$ cat config.mk
export PLATFORM = sky130hd
export DESIGN_NAME = exc_flush_ctrl_flat
export DESIGN_NICKNAME = d
export VERILOG_FILES = /design/src/rtl/cpu_ctrl_pkg.sv /design/src/rtl/exc_flush_ctrl_if.sv /design/src/rtl/req_track_cnt.sv /design/src/rtl/exc_flush_ctrl.sv /design/src/flat_wrapper.sv
export SDC_FILE = /design/constraint.sdc
export NUM_CORES = 1
export LEC_CHECK = 0
export BUFFER_PORTS_ARGS = -buffer_cell sky130_fd_sc_hd__buf_2
export CAP_MARGIN = 20
export CORE_UTILIZATION = 40
export DETAILED_ROUTE_END_ITERATION = 8
export PLACE_DENSITY = 0.76
export SYNTH_ARGS = -nofsm -noshare
export SYNTH_HDL_FRONTEND = slang
export SYNTH_SLANG_ARGS = --single-unit
$ cat constraint.sdc
create_clock -name clk -period 1.4 [get_ports clk]
set_input_delay 0.21 -clock clk [delete_from_list [all_inputs] [get_ports clk]]
set_output_delay 0.21 -clock clk [all_outputs]
set_load 0.01 [all_outputs]
$ cat src/rtl/cpu_ctrl_pkg.sv
// Shared control package for the pipeline commit/flush logic.
//   - flush_state_e : exception/ERTN flush controller states
//   - ECODE_*       : exception codes written into ESTAT.Ecode
//   - MAX_OUTSTANDING_DEFAULT : default inst-SRAM requests allowed in flight
package cpu_ctrl_pkg;

  localparam int MAX_OUTSTANDING_DEFAULT = 2;

  // Width of the in-flight request counters (holds 0..3).
  localparam int REQ_CNT_W = 2;

  localparam logic [5:0] ECODE_INT = 6'h0;
  localparam logic [5:0] ECODE_PIL = 6'h1;
  localparam logic [5:0] ECODE_PIS = 6'h2;
  localparam logic [5:0] ECODE_PIF = 6'h3;
  localparam logic [5:0] ECODE_PME = 6'h4;
  localparam logic [5:0] ECODE_ADE = 6'h8;
  localparam logic [5:0] ECODE_ALE = 6'h9;
  localparam logic [5:0] ECODE_SYS = 6'hb;
  localparam logic [5:0] ECODE_BRK = 6'hc;
  localparam logic [5:0] ECODE_INE = 6'hd;

  typedef enum logic [1:0] {
    IDLE     = 2'd0,
    DRAIN    = 2'd1,
    REDIRECT = 2'd2
  } flush_state_e;

endpackage

$ cat src/rtl/exc_flush_ctrl_if.sv
// Signal bundle between the flush controller and the WB stage, CSR file,
// fetch stage and inst-SRAM handshake.
//   master : pipeline side (drives WB/CSR status, SRAM handshake, redirect_ready)
//   slave  : controller side (drives flush, fetch throttling and redirect)
interface exc_flush_ctrl_if;
  logic        ws_valid;
  logic        wb_ex;
  logic        wb_ertn;
  logic [31:0] csr_eentry;
  logic [31:0] csr_era;
  logic        int_pending;
  logic        inst_req;
  logic        inst_addr_ok;
  logic        inst_data_ok;
  logic        int_take;
  logic        flush;
  logic        stall_fetch;
  logic        inst_req_allow;
  logic        resp_discard;
  logic        redirect_valid;
  logic [31:0] redirect_pc;
  logic        redirect_ready;

  modport master (
    output ws_valid, wb_ex, wb_ertn, csr_eentry, csr_era, int_pending,
           inst_req, inst_addr_ok, inst_data_ok, redirect_ready,
    input  int_take, flush, stall_fetch, inst_req_allow, resp_discard,
           redirect_valid, redirect_pc
  );

  modport slave (
    input  ws_valid, wb_ex, wb_ertn, csr_eentry, csr_era, int_pending,
           inst_req, inst_addr_ok, inst_data_ok, redirect_ready,
    output int_take, flush, stall_fetch, inst_req_allow, resp_discard,
           redirect_valid, redirect_pc
  );
endinterface

$ cat src/rtl/req_track_cnt.sv
// Saturating up/down counter of outstanding requests.
//   clk, reset : clock, synchronous active-high reset
//   inc, dec   : one request accepted / one response returned this cycle
//   count      : current value
//   count_next : value after this cycle's edge
module req_track_cnt #(
  parameter int W = 2
) (
  input  logic         clk,
  input  logic         reset,
  input  logic         inc,
  input  logic         dec,
  output logic [W-1:0] count,
  output logic [W-1:0] count_next
);

  localparam logic [W-1:0] CNT_MAX = '1;

  logic [W-1:0] cnt_q;
  logic [W-1:0] cnt_d;

  // inc and dec together cancel; the ends saturate instead of wrapping.
  always_comb begin
    cnt_d = cnt_q;
    if (inc && !dec && cnt_q != CNT_MAX) begin
      cnt_d = cnt_q + 1'b1;
    end else if (dec && !inc && cnt_q != '0) begin
      cnt_d = cnt_q - 1'b1;
    end
  end

  always_ff @(posedge clk) begin
    if (reset) begin
      cnt_q <= '0;
    end else begin
      cnt_q <= cnt_d;
    end
  end

  assign count      = cnt_q;
  assign count_next = cnt_d;

endmodule

$ cat src/rtl/exc_flush_ctrl.sv
// Exception/ERTN commit controller. Turns a committing exception or ERTN
// into a single-cycle pipeline flush, drains inst-SRAM responses that belong
// to the squashed path, then offers the fetch stage one redirect PC.
//   clk, reset : clock, synchronous active-high reset
//   bus        : slave side of exc_flush_ctrl_if (WB/CSR status in,
//                flush/int_take/fetch throttle/redirect out)
module exc_flush_ctrl
  import cpu_ctrl_pkg::*;
#(
  parameter int MAX_OUTSTANDING = MAX_OUTSTANDING_DEFAULT
) (
  input  logic             clk,
  input  logic             reset,
  exc_flush_ctrl_if.slave  bus
);

  localparam logic [REQ_CNT_W-1:0] MAX_CNT = REQ_CNT_W'(MAX_OUTSTANDING);

  flush_state_e          state_q, state_d;
  logic [REQ_CNT_W-1:0]  disc_cnt_q, disc_cnt_d;
  logic [31:0]           target_q, target_d;
  logic [REQ_CNT_W-1:0]  out_cnt;
  logic [REQ_CNT_W-1:0]  out_cnt_next;
  logic                  in_idle;
  logic                  trigger;
  logic                  discard;

  req_track_cnt #(.W(REQ_CNT_W)) u_out_cnt (
    .clk        (clk),
    .reset      (reset),
    .inc        (bus.inst_req & bus.inst_addr_ok),
    .dec        (bus.inst_data_ok),
    .count      (out_cnt),
    .count_next (out_cnt_next)
  );

  assign in_idle = (state_q == IDLE);
  assign trigger = in_idle & (bus.wb_ex | bus.wb_ertn);
  // disc_cnt is only non-zero while draining, so this never fires in IDLE.
  assign discard = bus.inst_data_ok & (disc_cnt_q != '0);

  always_comb begin
    state_d    = state_q;
    disc_cnt_d = disc_cnt_q;
    target_d   = target_q;
    case (state_q)
      IDLE: begin
        if (trigger) begin
          target_d = bus.wb_ex ? bus.csr_eentry : bus.csr_era;
          // Everything still unanswered after this edge is on the dead path,
          // including a request accepted in the trigger cycle itself.
          disc_cnt_d = out_cnt_next;
          state_d    = (out_cnt_next != '0) ? DRAIN : REDIRECT;
        end
      end
      DRAIN: begin
        if (discard) begin
          disc_cnt_d = disc_cnt_q - 1'b1;
          if (disc_cnt_q == REQ_CNT_W'(1)) begin
            state_d = REDIRECT;
          end
        end
      end
      REDIRECT: begin
        if (bus.redirect_ready) begin
          state_d = IDLE;
        end
      end
      default: begin
        state_d = IDLE;
      end
    endcase
  end

  always_ff @(posedge clk) begin
    if (reset) begin
      state_q    <= IDLE;
      disc_cnt_q <= '0;
      target_q   <= '0;
    end else begin
      state_q    <= state_d;
      disc_cnt_q <= disc_cnt_d;
      target_q   <= target_d;
    end
  end

  // ERTN wins over a pending interrupt; the ERTN itself returns to a context
  // where the interrupt is resampled.
  assign bus.int_take       = bus.int_pending & bus.ws_valid & in_idle & ~bus.wb_ertn;
  assign bus.flush          = trigger;
  assign bus.stall_fetch    = ~in_idle;
  assign bus.inst_req_allow = in_idle & (out_cnt < MAX_CNT);
  assign bus.resp_discard   = discard;
  assign bus.redirect_valid = (state_q == REDIRECT);
  assign bus.redirect_pc    = target_q;

endmodule

$ cat src/flat_wrapper.sv
// flat-port wrapper written by rule: the top's interface ports become plain ports
module exc_flush_ctrl_flat import cpu_ctrl_pkg::*;
#(
  parameter int MAX_OUTSTANDING = MAX_OUTSTANDING_DEFAULT
)
  (clk, reset, bus_ws_valid, bus_wb_ex, bus_wb_ertn, bus_csr_eentry, bus_csr_era, bus_int_pending, bus_inst_req, bus_inst_addr_ok, bus_inst_data_ok, bus_redirect_ready, bus_int_take, bus_flush, bus_stall_fetch, bus_inst_req_allow, bus_resp_discard, bus_redirect_valid, bus_redirect_pc);
  exc_flush_ctrl_if bus_i ();
  input  logic clk;
  input  logic reset;
  input wire logic [$bits(bus_i.ws_valid)-1:0] bus_ws_valid;
  input wire logic [$bits(bus_i.wb_ex)-1:0] bus_wb_ex;
  input wire logic [$bits(bus_i.wb_ertn)-1:0] bus_wb_ertn;
  input wire logic [$bits(bus_i.csr_eentry)-1:0] bus_csr_eentry;
  input wire logic [$bits(bus_i.csr_era)-1:0] bus_csr_era;
  input wire logic [$bits(bus_i.int_pending)-1:0] bus_int_pending;
  input wire logic [$bits(bus_i.inst_req)-1:0] bus_inst_req;
  input wire logic [$bits(bus_i.inst_addr_ok)-1:0] bus_inst_addr_ok;
  input wire logic [$bits(bus_i.inst_data_ok)-1:0] bus_inst_data_ok;
  input wire logic [$bits(bus_i.redirect_ready)-1:0] bus_redirect_ready;
  output wire logic [$bits(bus_i.int_take)-1:0] bus_int_take;
  output wire logic [$bits(bus_i.flush)-1:0] bus_flush;
  output wire logic [$bits(bus_i.stall_fetch)-1:0] bus_stall_fetch;
  output wire logic [$bits(bus_i.inst_req_allow)-1:0] bus_inst_req_allow;
  output wire logic [$bits(bus_i.resp_discard)-1:0] bus_resp_discard;
  output wire logic [$bits(bus_i.redirect_valid)-1:0] bus_redirect_valid;
  output wire logic [$bits(bus_i.redirect_pc)-1:0] bus_redirect_pc;
  assign bus_i.ws_valid = bus_ws_valid;
  assign bus_i.wb_ex = bus_wb_ex;
  assign bus_i.wb_ertn = bus_wb_ertn;
  assign bus_i.csr_eentry = bus_csr_eentry;
  assign bus_i.csr_era = bus_csr_era;
  assign bus_i.int_pending = bus_int_pending;
  assign bus_i.inst_req = bus_inst_req;
  assign bus_i.inst_addr_ok = bus_inst_addr_ok;
  assign bus_i.inst_data_ok = bus_inst_data_ok;
  assign bus_i.redirect_ready = bus_redirect_ready;
  assign bus_int_take = bus_i.int_take;
  assign bus_flush = bus_i.flush;
  assign bus_stall_fetch = bus_i.stall_fetch;
  assign bus_inst_req_allow = bus_i.inst_req_allow;
  assign bus_resp_discard = bus_i.resp_discard;
  assign bus_redirect_valid = bus_i.redirect_valid;
  assign bus_redirect_pc = bus_i.redirect_pc;
  exc_flush_ctrl #(.MAX_OUTSTANDING(MAX_OUTSTANDING)) u_core (.clk(clk), .reset(reset), .bus(bus_i));
endmodule
* After elaboration in Yosys (flattened, before gate mapping)
Cells that the tools add are included.
Word-level totals: register bits 38, logic and storage cells 52, input port bits 74, output and inout bits 38
Cells by class: bitwise logic cells 10, magnitude comparators 1, muxes and demuxes 12, $add $sub $neg 3, equal/unequal tests 8, reductions and logical operators 14
Operators by type and width (count):
- 32-bit 2-to-1 mux | 1
- 2-bit 2-to-1 mux | 9
- 2-bit != test, second input constant | 4
- 2-bit nonzero test | 4
- 1-bit AND | 7
- 2-bit one-hot mux with 3 select lines | 1
- 2-bit by 1-bit == test with 1-bit output, second input constant | 2
- 1-bit logical AND | 4
- 2-bit one-hot mux with 2 select lines | 1
- 4-bit AND reduction | 1
- 2-bit by 1-bit subtractor with 2-bit output, second input constant | 2
- 3-bit AND reduction | 1
- 2-bit by 1-bit adder with 2-bit output, second input constant | 1
- 2-bit == test, second input constant | 1
- 1-bit logical NOT | 2
- 2-bit logical NOT | 1
- 2-bit less-than comparator, second input constant | 1
- 2-bit by 1-bit != test with 1-bit output, second input constant | 1
- 1-bit inverter | 2
- 2-bit AND reduction | 1
- 1-bit bitwise OR | 1

* Logic depth before layout (Yosys ltp)
word-level depth 10, mapped depth 7, depth with buffers taken out 6

* Hierarchy
From an unflattened synthesis, not the netlist that was laid out.
Unflattened totals: cell total of the unflattened synthesis 204, area total of the unflattened synthesis 1954.4 um^2
Modules (own cells, without submodules):
- exc_flush_ctrl | cells each 180, area each 1750.4 um^2, instances 1, seq. area each 720.7 um^2
- req_track_cnt | cells each 24, area each 203.9 um^2, instances 1, seq. area each 40.0 um^2

* Worst setup path after synthesis
OpenSTA, ideal clock, no wires.
kind register to register, start register u_core.u_out_cnt.cnt_q[1], in the netlist u_core.u_out_cnt.count[1], end register u_core.state_q[1], path buffers 0, required time 1.264 ns, stages on the path, launching flop included 7, period minus slack after synthesis 1.415 ns, arrival 1.279 ns, slack -0.015 ns, library setup time 0.136 ns, cells stage by stage dfxtp_1 -> inv_1 -> ha_1 -> nor2b_1 -> a21oi_2 -> a311oi_1 -> a211oi_1
Between the ends: word-level cells in the longest chain between the ends 8, elaborated cells between the ends (all ways) 12, those cells by class add/sub (2); eq/ne (1); mux (5); reduce/logical (4)
RTL lines:
- start: declaration | RTL line req_track_cnt.sv:19 | logic [W-1:0] cnt_q;
- start signal: assignment | RTL line req_track_cnt.sv:36 | cnt_q <= cnt_d;
- parallel branches: the longest is 3 deep, another holds 2-bit by 1-bit subtractor with 2-bit output
- 2-bit 2-to-1 mux (*) | RTL line req_track_cnt.sv:25 | if (inc && !dec && cnt_q != CNT_MAX) begin
- 2-bit nonzero test (*) | RTL line exc_flush_ctrl.sv:53 | state_d = (out_cnt_next != '0) ? DRAIN : REDIRECT;
- 2-bit 2-to-1 mux (*) | RTL line exc_flush_ctrl.sv:53
- 2-bit 2-to-1 mux (*) | RTL line exc_flush_ctrl.sv:48 | if (trigger) begin
- 2-bit one-hot mux with 3 select lines (*) | RTL line exc_flush_ctrl.sv:46 | case (state_q)
- end signal: assignment | RTL line exc_flush_ctrl.sv:81 | state_q <= state_d;
- end: declaration | RTL line exc_flush_ctrl.sv:19 | flush_state_e state_q, state_d;
Mark *: on every way between the ends. The select of a mux whose other input is x is not followed. A chain may end at the register's enable or synchronous reset.

* Worst setup path in the final report
start register u_core.u_out_cnt.cnt_q[0], in the netlist u_core.u_out_cnt.count[0], end register u_core.state_q[1]
Same word-level chain as after synthesis.

==> results_dict.tcl <==
set metrics [dict create \
    combPwrFrac 0.533 \
    syn_inst 203 \
    rsz0062_at_grt "yes" \
    cp-startpoint "u_core.u_out_cnt.count[0]" \
    first_global_vias 1924 \
    ys_ff_latch 38 \
    p_switching_w 0.001946 \
    clockBufferDepth 2 \
    num_vias 2035 \
    maxCapViolations 0 \
    nets 411 \
    routedWlPerCell_um 13.90 \
    postSynth.asyncResetShare 0 \
    p_total_w 0.005090 \
    ir_worst_vdd_uv 662.8 \
    violations "negative setup slack" \
    worst_pin_slew_ns 0.3773 \
    hold_class "in -> reg" \
    cts_num_sinks 38 \
    worstPathMaxFanout 3 \
    setup.worst_path.class "reg -> reg" \
    p_seq_frac 0.315 \
    required_ns 1.59 \
    grt_max_degree 31 \
    clock_power_share 0.153 \
    routed_wl_mm 5.574 \
    r2r-start "u_core.u_out_cnt.count[0]" \
    setup_violations 4 \
    gp_congestion 0.8949 \
    cp-start-kind "register" \
    antenna_found_initial 0 \
    r2r_end "u_core.state_q[1]" \
    area_delta_synth_final_pct 52.67 \
    fin_crit_sh 1.036 \
    fin_skew_ns 0.004958 \
    ant_nets 0 \
    slew_violations 0 \
    grt_pass1_wl_mm 8.079 \
    yosysMostFrequentCell "dfxtp_1" \
    netlist.area_leader.share 0.3728 \
    p_per_area_nw_per_um2 1634 \
    grt-ovfl-total 0 \
    synth_common_cells "dfxtp_1, mux2i_1, nor2_1, a211oi_2, a211oi_1" \
    dieHeight_um 73.43 \
    cp-end-kind "register" \
    htree_levels 2 \
    hpwlAfterDp_mm 3.757 \
    slew_headroom 0.7485 \
    power.share.switching 0.3823 \
    dr.first_iter.drc_count 62 \
    synth-edff-count 0 \
    drc 0 \
    die_x_um 73.43 \
    cts_tree "yes" \
    drive_gt1_frac 0.6228 \
    period_needed_ns 1.450 \
    grt_use_total 0.1911 \
    seq_area_frac_synth 0.3728 \
    avgViaCountPerCell 5.075 \
    yosysTopAreaCell "dfxtp_1" \
    power.internal_w 0.003144 \
    placementRows 25 \
    leakage_nw 1.502 \
    path_clk_slew_ns 0.08 \
    yosysWarnings 0 \
    reg2reg_setup_slack_ns -0.05 \
    ys_types 37 \
    synth_fp_nets 281 \
    dp_slack_ns -0.07637 \
    hold_viol 0 \
    insertion_delay_ns 0.28 \
    status "finished with violations" \
    portBuffers 111 \
    critPathArrivalTime_ns 1.64 \
    synthFlopType "dfxtp_1" \
    synthesis.area_um2 2041 \
    start_util 0.4236 \
    cts-root-buf "clkbuf_8" \
    dr.pass1.iters 4 \
    numCtsBuffers 5 \
    coreArea_um2 4817 \
    reg2regPathDepth 5 \
    fmax_mhz 689.6 \
    avgSynthCellArea_um2 10.05 \
    antenna_cells 0 \
    die_area_um2 5391 \
    setup.worst_path.end "u_core.state_q[1]" \
    layout_setup_ws_ns -0.05007 \
    ioPinCount 112 \
    synth_area_leaders "dfxtp_1, mux2i_1, a211oi_2, nor2_1, a211oi_1" \
]
==> per-layer routing <==
| layer | share of wire | vias to the layer above | global-route usage |
|---|---|---|---|
| met5 | 0 | - | 0 |
| met4 | 0.015 | 0 | 0.1026 |
| met3 | 0.076 | 9 | 0.03978 |
| met2 | 0.51 | 90 | 0.3436 |
| met1 | 0.40 | 940 | 0.2099 |
| li1 | - | 996 | - |
==> area by class of cell <==
| cell class | instances | area (µm²) |
|---|---|---|
| Inverter | 11 | 41.29 |
| Clock inverter | 1 | 5.005 |
| Multi-Input combinational cell | 139 | 1286 |
| Sequential cell | 38 | 767.0 |
| Clock buffer | 7 | 86.33 |
| Fill cell | 412 | 1702 |
| Timing Repair Buffer | 138 | 845.8 |
| Tap cell | 67 | 83.83 |
==> power by group through the flow <==
stage	Clock [W]	Combinational, W	Sequential [W]
5_1_grt	0.000841	0.00292	0.00164
6_report	0.000778	0.00271	0.00160
4_1_cts	0.000798	0.00239	0.00159
3_3_place_gp	0	0.00212	0.00159
2_1_floorplan	0	0.00134	0.00176
3_5_place_dp	0	0.00217	0.00161
==> placed cells by master, fill, tap and decap left out, drive strengths merged, types with 2 or more instances in the layout <==
cell type,instances
dfxtp,38
a211oi,33
mux2i,32
nor3,3
a311oi,2
ha,4
clkbuf,8
o21ai,2
nor2,39
inv,11
buf,136
nor2b,4
nand2,3
==> what timing repair did <==
item	4_1_cts	5_1_grt
gates cloned	1	1
setup buffers	4	5
pin swaps	5	12
hold buffers	0	0
gates resized for setup	10	25
endpoints found under the setup margin	7	28
==> flip-flops by register name, indices dropped and copies added (netlist names) <==
register / count
u_core.bus.redirect_pc: 32
u_core.disc_cnt_q: 2
u_core.state_q: 2
u_core.u_out_cnt.count: 2
==> worst min path at each step <==
stage                                   start                         end  slack [ns]  depth (start not counted)
floorplan                     bus_csr_era[26]  u_core.bus.redirect_pc[26]        0.44                          2
global placement    u_core.bus.redirect_pc[1]   u_core.bus.redirect_pc[1]        0.48                          2
detailed placement  u_core.bus.redirect_pc[5]   u_core.bus.redirect_pc[5]        0.49                          2
CTS                           bus_csr_era[27]  u_core.bus.redirect_pc[27]        0.25                          3
global route                   bus_csr_era[3]   u_core.bus.redirect_pc[3]        0.27                          3
finish                         bus_csr_era[6]   u_core.bus.redirect_pc[6]        0.26                          3
==> critical path, cell delays in order, from the launching register on <==
cell,delay (ns)
dfxtp_2,0.34
ha_2,0.18
and4bb_1,0.29
nor3b_4,0.21
a311oi_2,0.07
a211oi_1,0.26
==> stage by stage <==
| stage | TNS, ns | cell area [µm²] | std cells | utilization | hold WS (ns) |
|---|---|---|---|---|---|
| 3_3_place_gp | -0.04790 | 2733 | 382 | 0.5673 | 0.4844 |
| 4_1_cts | -0.02672 | 2927 | 395 | 0.6075 | 0.2550 |
| 3_5_place_dp | -0.1919 | 2733 | 382 | 0.5673 | 0.4878 |
| 5_1_grt | -0.3582 | 3115 | 401 | 0.6468 | 0.2736 |
| 2_1_floorplan | -0.004101 | 2047 | 203 | - | 0.4437 |
| 6_report | -0.07459 | 3115 | 401 | 0.6468 | 0.2647 |
==> kinds of logic after synthesis <==
logic type	synth area share
muxes	0.1570
DFF	0.3728
buffers and inverters	0.07480
and+or+nand+nor	0.1361
adders and majority gates	0.02453
AOI/OAI and AO/OA	0.2305
xor gates and xnor gates	0.004293
Note: power is estimated with default switching activity, not from simulation.
